[config.mk]
export PLATFORM = sky130hd
export DESIGN_NAME = ssp_tx_fifo_flat
export DESIGN_NICKNAME = d
export VERILOG_FILES = /design/src/rtl/ssp_tx_fifo_if.sv /design/src/rtl/ssp_tx_fifo.sv /design/src/flat_wrapper.sv
export SDC_FILE = /design/constraint.sdc
export NUM_CORES = 1
export LEC_CHECK = 0
export ABC_AREA = 1
export CORE_ASPECT_RATIO = 0.5
export CORE_MARGIN = 2
export CORE_UTILIZATION = 50
export DETAILED_ROUTE_END_ITERATION = 16
export PLACE_DENSITY = 0.79
export REMOVE_ABC_BUFFERS = 1
export SLEW_MARGIN = 5
export SYNTH_ARGS = -nofsm -noshare
export SYNTH_HDL_FRONTEND = slang
export SYNTH_SLANG_ARGS = --single-unit
[constraint.sdc]
create_clock -name pclk -period 5.2 [get_ports pclk]
set_input_delay 1.04 -clock pclk [delete_from_list [all_inputs] [get_ports pclk]]
set_output_delay 1.04 -clock pclk [all_outputs]
set_load 0.01 [all_outputs]
[src/rtl/ssp_tx_fifo_if.sv]
// ----------------------------------------------------------------------------
// ssp_tx_fifo_if
// Bundles the host write port and the transmitter-side port of the SSP
// transmit FIFO.
//
// Host side      : psel, pwrite, pwdata (to FIFO); ssptxintr (FIFO full)
// Transmit side  : tx_data, tx_empty, tx_count (from FIFO); tx_done (to FIFO)
// Optional       : tx_ovf sticky dropped-write flag, present only when
//                  SSP_TX_OVERFLOW_EN is defined.
//
// Modports
//   slave  : the FIFO itself
//   master : the environment (host + transmitter) driving the FIFO
// ----------------------------------------------------------------------------
interface ssp_tx_fifo_if #(
    parameter int WIDTH = 8,
    parameter int AW    = 2
);
    logic             psel;
    logic             pwrite;
    logic [WIDTH-1:0] pwdata;
    logic             ssptxintr;
    logic [WIDTH-1:0] tx_data;
    logic             tx_empty;
    logic             tx_done;
    logic [AW:0]      tx_count;
`ifdef SSP_TX_OVERFLOW_EN
    logic             tx_ovf;

    modport slave (
        input  psel, pwrite, pwdata, tx_done,
        output ssptxintr, tx_data, tx_empty, tx_count, tx_ovf
    );

    modport master (
        output psel, pwrite, pwdata, tx_done,
        input  ssptxintr, tx_data, tx_empty, tx_count, tx_ovf
    );
`else
    modport slave (
        input  psel, pwrite, pwdata, tx_done,
        output ssptxintr, tx_data, tx_empty, tx_count
    );

    modport master (
        output psel, pwrite, pwdata, tx_done,
        input  ssptxintr, tx_data, tx_empty, tx_count
    );
`endif
endinterface : ssp_tx_fifo_if

[src/rtl/ssp_tx_fifo.sv]
// ----------------------------------------------------------------------------
// ssp_tx_fifo
// Transmit FIFO feeding the SSP transmitter. The host pushes bytes with
// psel&pwrite; the head entry is presented show-ahead on tx_data. One entry
// is popped per rising edge of tx_done (a long tx_done pulse pops once).
// ssptxintr is raised while the FIFO is full.
//
// Ports
//   pclk      : clock, all state on the rising edge
//   pclear_b  : asynchronous active-low reset
//   bus       : ssp_tx_fifo_if.slave
//               psel/pwrite/pwdata  host write request and data
//               ssptxintr           FIFO full
//               tx_data             head-of-FIFO data (show-ahead)
//               tx_empty            FIFO empty
//               tx_done             transmitter frame complete (level)
//               tx_count            occupancy 0..DEPTH
//               tx_ovf              sticky dropped-write flag (optional)
//
// Optional feature macro: SSP_TX_OVERFLOW_EN
//   When defined, tx_ovf is set by any write dropped because the FIFO was full
//   with no simultaneous pop, and cleared by a host read cycle (psel & ~pwrite).
//   A set in the same cycle as a clear wins.
// ----------------------------------------------------------------------------
module ssp_tx_fifo #(
    parameter int WIDTH = 8,
    parameter int DEPTH = 4,
    parameter int AW    = 2
) (
    input  logic          pclk,
    input  logic          pclear_b,
    ssp_tx_fifo_if.slave  bus
);

    localparam logic [AW:0]   DEPTH_C   = (AW+1)'(DEPTH);
    localparam logic [AW:0]   CNT_ONE_C = (AW+1)'(1'b1);
    localparam logic [AW:0]   CNT_ZERO_C = (AW+1)'(1'b0);
    localparam logic [AW-1:0] PTR_ONE_C = AW'(1'b1);

    // Storage, deliberately not reset
    logic [WIDTH-1:0] mem_q [DEPTH];

    logic [AW-1:0] wr_ptr_q, wr_ptr_d;
    logic [AW-1:0] rd_ptr_q, rd_ptr_d;
    logic [AW:0]   count_q, count_d;
    logic          done_q, done_d;
    logic          empty_q, empty_d;
    logic          full_q, full_d;

    logic wr_req_s;
    logic pop_req_s;
    logic pop_s;
    logic full_s;
    logic wr_ok_s;

`ifdef SSP_TX_OVERFLOW_EN
    logic ovf_q, ovf_d;
    logic drop_s;
    logic rd_cyc_s;
`endif

    // Request decode: write acceptance and edge-detected pop
    always_comb begin
        wr_req_s  = bus.psel & bus.pwrite;
        full_s    = (count_q == DEPTH_C);
        // Only the rising edge of tx_done counts, so a held tx_done pops once.
        pop_req_s = bus.tx_done & ~done_q;
        pop_s     = pop_req_s & (count_q != CNT_ZERO_C);
        // A full FIFO still accepts a write when the head leaves in the same cycle.
        wr_ok_s   = wr_req_s & (~full_s | pop_s);
    end

    // Next-state for pointers, occupancy, edge detector and flags
    always_comb begin
        wr_ptr_d = wr_ptr_q;
        rd_ptr_d = rd_ptr_q;
        count_d  = count_q;
        done_d   = bus.tx_done;

        if (wr_ok_s) begin
            wr_ptr_d = wr_ptr_q + PTR_ONE_C;
        end else begin
            wr_ptr_d = wr_ptr_q;
        end

        if (pop_s) begin
            rd_ptr_d = rd_ptr_q + PTR_ONE_C;
        end else begin
            rd_ptr_d = rd_ptr_q;
        end

        case ({wr_ok_s, pop_s})
            2'b10:   count_d = count_q + CNT_ONE_C;
            2'b01:   count_d = count_q - CNT_ONE_C;
            default: count_d = count_q;
        endcase

        // Flags are registered from the next occupancy so they line up with count_q.
        empty_d = (count_d == CNT_ZERO_C);
        full_d  = (count_d == DEPTH_C);
    end

    // State register for pointers, occupancy, edge detector and flags
    always_ff @(posedge pclk or negedge pclear_b) begin
        if (!pclear_b) begin
            wr_ptr_q <= {AW{1'b0}};
            rd_ptr_q <= {AW{1'b0}};
            count_q  <= {(AW+1){1'b0}};
            done_q   <= 1'b0;
            empty_q  <= 1'b1;
            full_q   <= 1'b0;
        end else begin
            wr_ptr_q <= wr_ptr_d;
            rd_ptr_q <= rd_ptr_d;
            count_q  <= count_d;
            done_q   <= done_d;
            empty_q  <= empty_d;
            full_q   <= full_d;
        end
    end

    // Storage write port
    always_ff @(posedge pclk) begin
        if (wr_ok_s) begin
            mem_q[wr_ptr_q] <= bus.pwdata;
        end
    end

`ifdef SSP_TX_OVERFLOW_EN
    // Sticky overflow next-state: set on a dropped write, cleared by a host read
    always_comb begin
        drop_s   = wr_req_s & full_s & ~pop_s;
        rd_cyc_s = bus.psel & ~bus.pwrite;
        ovf_d    = ovf_q;
        if (drop_s) begin
            ovf_d = 1'b1;
        end else if (rd_cyc_s) begin
            ovf_d = 1'b0;
        end else begin
            ovf_d = ovf_q;
        end
    end

    // Sticky overflow register
    always_ff @(posedge pclk or negedge pclear_b) begin
        if (!pclear_b) begin
            ovf_q <= 1'b0;
        end else begin
            ovf_q <= ovf_d;
        end
    end

    assign bus.tx_ovf = ovf_q;
`endif

    // Show-ahead head data from the registered read pointer
    assign bus.tx_data   = mem_q[rd_ptr_q];
    assign bus.tx_empty  = empty_q;
    assign bus.ssptxintr = full_q;
    assign bus.tx_count  = count_q;

endmodule : ssp_tx_fifo
[src/flat_wrapper.sv]
// flat-port wrapper written by rule: the top's interface ports become plain ports
module ssp_tx_fifo_flat 
#(
    parameter int WIDTH = 8,
    parameter int DEPTH = 4,
    parameter int AW    = 2
)
  (pclk, pclear_b, bus_psel, bus_pwrite, bus_pwdata, bus_tx_done, bus_ssptxintr, bus_tx_data, bus_tx_empty, bus_tx_count);
  ssp_tx_fifo_if #(.WIDTH(WIDTH), .AW(AW)) bus_i ();
  input  logic pclk;
  input  logic pclear_b;
  input wire logic [$bits(bus_i.psel)-1:0] bus_psel;
  input wire logic [$bits(bus_i.pwrite)-1:0] bus_pwrite;
  input wire logic [$bits(bus_i.pwdata)-1:0] bus_pwdata;
  input wire logic [$bits(bus_i.tx_done)-1:0] bus_tx_done;
  output wire logic [$bits(bus_i.ssptxintr)-1:0] bus_ssptxintr;
  output wire logic [$bits(bus_i.tx_data)-1:0] bus_tx_data;
  output wire logic [$bits(bus_i.tx_empty)-1:0] bus_tx_empty;
  output wire logic [$bits(bus_i.tx_count)-1:0] bus_tx_count;
  assign bus_i.psel = bus_psel;
  assign bus_i.pwrite = bus_pwrite;
  assign bus_i.pwdata = bus_pwdata;
  assign bus_i.tx_done = bus_tx_done;
  assign bus_ssptxintr = bus_i.ssptxintr;
  assign bus_tx_data = bus_i.tx_data;
  assign bus_tx_empty = bus_i.tx_empty;
  assign bus_tx_count = bus_i.tx_count;
  ssp_tx_fifo #(.WIDTH(WIDTH), .DEPTH(DEPTH), .AW(AW)) u_core (.pclk(pclk), .pclear_b(pclear_b), .bus(bus_i));
endmodule
==> metrics.md <==
| Metric | Value |
|---|---|
| Setup fix buffers added after clock tree synthesis | `0` |
| TritonCTS buffer count | `5` |
| Mean area per synthesized cell | `12.4 um2` |
| Detailed-router iteration count before antenna repair | `4` |
| Cell type with the largest total area after synthesis | `edfxtp_1` |
| Cell depth of the worst hold path | `2` |
| H-tree depth reported by CTS | `2` |
| Cell-internal power | `0.000717 W` |
| Net Switching | `around 0.00038 W` |
| Number of nets with antenna violations after detailed routing | `0` |
| Period utilization | `66.1%` |
| Worst setup SP type | `flip-flop` |
| Number of remaining DRC errors | `0` |
| Share of Yosys cell area claimed by the top area cell type | `between 50 and 60%` |
| Initial core utilization | `approximately half` |
| Status | `completed` |
| Leading post-synthesis cells by cell area | `edfxtp_1 55%, dfrtp_1 13%, o21ai_0 4.6%` |
| Average wire length per cell after detail routing | `14.5 um` |
| Register area share after synthesis | `about 69%` |
| Part of the power in registers | `roughly 44%` |
| Filler cell count in the final layout | `258` |
| Critical setup path kind | `reg2out` |
| Leakage power | `between 0.8 and 0.9 nW` |
| Die extent in x | `~90 um` |
| Final critical path time including I/O delays and setup | `3.44 ns` |
| Clk_lat worst skew | `~0.28 ns` |
| Worst slew margin | `46.0%` |
| Setup tns final | `0 ns` |
| Total global routing overflow | `0` |
| First-pass GRT wire length | `approximately 5000 um` |
| Required time of the critical path | `4.16 ns` |
| Reg2reg path depth | `10` |
| Skew final | `between 0.005 and 0.006 ns` |
| I/O pin cnt | `26` |
| Total Wirelength | `3230 um` |
| Largest vdd supply drop | `243 uV` |
| Register clock-pin slew on the reported worst setup and hold paths | `about 0.07 ns` |
| Share of post-route cells with drive strength above 1 | `between 6 and 7%` |
| Part of the total power dissipated in the clock network | `18.9%` |
| Vias in the first global route | `between 1,000 and 1,500` |
| Number of maximum-capacitance violations | `0` |
| Starting DRC count in detailed routing | `between 60 and 70` |
| Number of placement rows | `15` |
| Floorplan die height | `45.9 um` |
| Number of storage elements in the synthesis netlist | `42` |
| Unrepaired setup endpoints after global routing | `false` |
| Largest net degree at the start of global routing | `21` |
| Endpoint of the worst hold path | `u_core.wr_ptr_q[1]$_DFFE_PN0P_` |
| Area of the core | `~3400 um2` |
| Start point of the worst hold path | `u_core.wr_ptr_q[1]$_DFFE_PN0P_` |
| Highest fanout seen on the critical path | `20` |
| Final cell count without fillers | `about 220` |
| CTS sink count | `between 40 and 50` |
| Actual transition at the worst max-transition pin | `slightly above 0.8 ns` |
| Total number of vias | `between 1,000 and 1,500` |
| Switching Fraction | `between 30% and 40%` |
| Upper clock frequency limit | `291 MHz` |
| Number of instances in the placed design | `around 210` |
| Number of resized instances in the post-cts repair step | `0` |
| Worst-case clock buffer depth | `2` |
| Overall global routing resource usage | `17.4%` |
| # diodes | `0` |
| Clock tree from TritonCTS | `yes` |
| Port Buffer Count | `25` |
| Area Overhead vs Synth | `21.4%` |
| Number of vias per cell after detailed routing | `5.16` |
| Cell at the root of the clock tree | `clkbuf_8` |
| Floorplan die area | `between 4000 and 5000 um2` |
| Routability Congestion | `0.822` |
| Comb power frac | `between 30% and 40%` |
| Total power density per cell area | `a little over 500 nW/um2` |
| Data arrival at the endpoint of the critical path | `approximately 2.4 ns` |
| Utilization of the core after routing | `62.9%` |
| Reg2Reg Launch Point | `u_core.bus.tx_count[0]$_DFF_PN0_` |
| Final net count | `189` |
| Cell Area, Synth | `about 1800 um2` |
| Setup slack, reg-to-reg | `between 3 and 4 ns` |
| Detailed placement HPWL | `2110 um` |
| Number of cells produced by synthesis | `~140` |
| Hold Path Class | `reg2reg` |
| Final hold vios | `0` |
| Total setup violations reported at the end of the flow | `0` |
| Number of distinct library cells after synthesis | `21` |
| Yosys warnings | `0` |
| Critical Path Sink Type | `primary output` |
| FF-to-FF End | `u_core.bus.tx_empty$_DFF_PN1_` |
| Max-slew violation count | `0` |
| Antenna violations before repair | `0` |
| Hold Buf Count CTS | `0` |
[cells in the final DEF (no fill, tap or decap)]
cell             synthesis  routed
nand4_1                  3       3
dfrtp_1                  9       9
nand3_2                  1       1
clkbuf_8                 0       6
a21oi_1                  1       1
ha_1                     5       5
nor2_4                   1       1
nor2_1                  21      21
o22ai_1                  8       8
a21oi_4                  1       1
fa_1                     1       1
o21ai_1                  1       1
nand3_1                  3       3
nand3_4                  1       1
xor2_1                   1       1
inv_1                   16      16
edfxtp_1                32      32
nand2_1                 16      16
o21ai_0                 16      16
clkdlybuf4s50_1          0      25
clkbuf_1                 0       2
dfstp_2                  1       1
[worst max-delay path by stage]
stage	startpoint	end	slack (ns)
after floorplan	bus_tx_done	u_core.bus.ssptxintr$_DFF_PN0_	2.73
after global placement	bus_tx_done	u_core.bus.ssptxintr$_DFF_PN0_	2.24
after detailed placement	bus_tx_done	u_core.bus.tx_empty$_DFF_PN1_	2.13
after CTS	u_core.rd_ptr_q[0]$_DFFE_PN0P_	bus_tx_data[5]	1.80
after global routing	u_core.rd_ptr_q[0]$_DFFE_PN0P_	bus_tx_data[5]	1.57
final	u_core.rd_ptr_q[0]$_DFFE_PN0P_	bus_tx_data[5]	1.76
[through the flow]
stage                     area, um2  total power [W]  hold WS [ns]  setup slack (ns)
final                          2140          0.00110         0.543              1.76
after global routing           2140          0.00117         0.577              1.57
after CTS                      2140          0.00111         0.541              1.80
after detailed placement       2050         0.000896         0.522              2.13
after global placement         2050         0.000877         0.522              2.24
after floorplan                1730         0.000694         0.491              2.73
[worst max-delay path, stage by stage, from the launching register on]
cell and delay (ns):
dfrtp_1 0.77, inv_1 0.43, o21ai_0 0.31, o22ai_1 0.11, clkdlybuf4s50_1 0.49
[per-layer routing]
layer	track usage [%]	vias up	part of all wire [%]
met5	0	-	0
met4	4.92	0	0.59
met3	5.43	2	3.5
met2	31.5	25	52
met1	20.7	568	44
li1	-	550	-
[registers in the layout, indices dropped and copies added, names as in the netlist]
| register | count |
|---|---|
| u_core.bus.ssptxintr | 1 |
| u_core.bus.tx_count | 3 |
| u_core.bus.tx_empty | 1 |
| u_core.done_q | 1 |
| u_core.mem_q | 32 |
| u_core.rd_ptr_q | 2 |
| u_core.wr_ptr_q | 2 |
[area by class of cell]
cell class                      count  area, um2  share of cell area, %
Clock buffer                        8       90.1                   4.22
Inverter                           16       60.1                   2.81
Sequential cell                    42       1210                   56.8
Multi-Input combinational cell     80        459                   21.5
Tap cell                           51       63.8                   2.99
Timing Repair Buffer               25        250                   11.7
[synthesized netlist by cell type]
| library cell | n |
|---|---|
| o21ai_1 | 1 |
| o22ai_1 | 8 |
| nand3_1 | 3 |
| fa_1 | 1 |
| o21ai_0 | 16 |
| ha_1 | 5 |
| nand2_1 | 16 |
| edfxtp_1 | 32 |
| clkbuf_2 | 1 |
| inv_1 | 16 |
| buf_4 | 3 |
| nand3_4 | 1 |
| a21oi_4 | 1 |
| dfrtp_1 | 9 |
| nor2_1 | 21 |
| dfstp_2 | 1 |
| a21oi_1 | 1 |
| nor2_4 | 1 |
| xor2_1 | 1 |
| nand3_2 | 1 |
| nand4_1 | 3 |
[kinds of logic (layout without fill, tap and decap cells)]
family                   Yosys count  count (layout)  share of synthesized area [%]
adder cells (fa/ha/maj)            6               6                           4.69
XOR/XNOR                           1               1                          0.498
AO/OA/AOI/OAI                     27              27                           8.89
AND/OR/NAND/NOR                   46              46                           12.0
buffers and inverters             20              49                           4.98
flip-flops                        42              42                           68.9
[power by group through the flow]
stage	sequential, W	clock (W)	combinational (W)
6_report	0.000484	0.000208	0.000408
3_3_place_gp	0.000487	0	0.000390
4_1_cts	0.000482	0.000213	0.000411
3_5_place_dp	0.000489	0	0.000407
2_1_floorplan	0.000479	0	0.000215
5_1_grt	0.000490	0.000226	0.000449
Note: power is estimated with default switching activity, not from simulation.
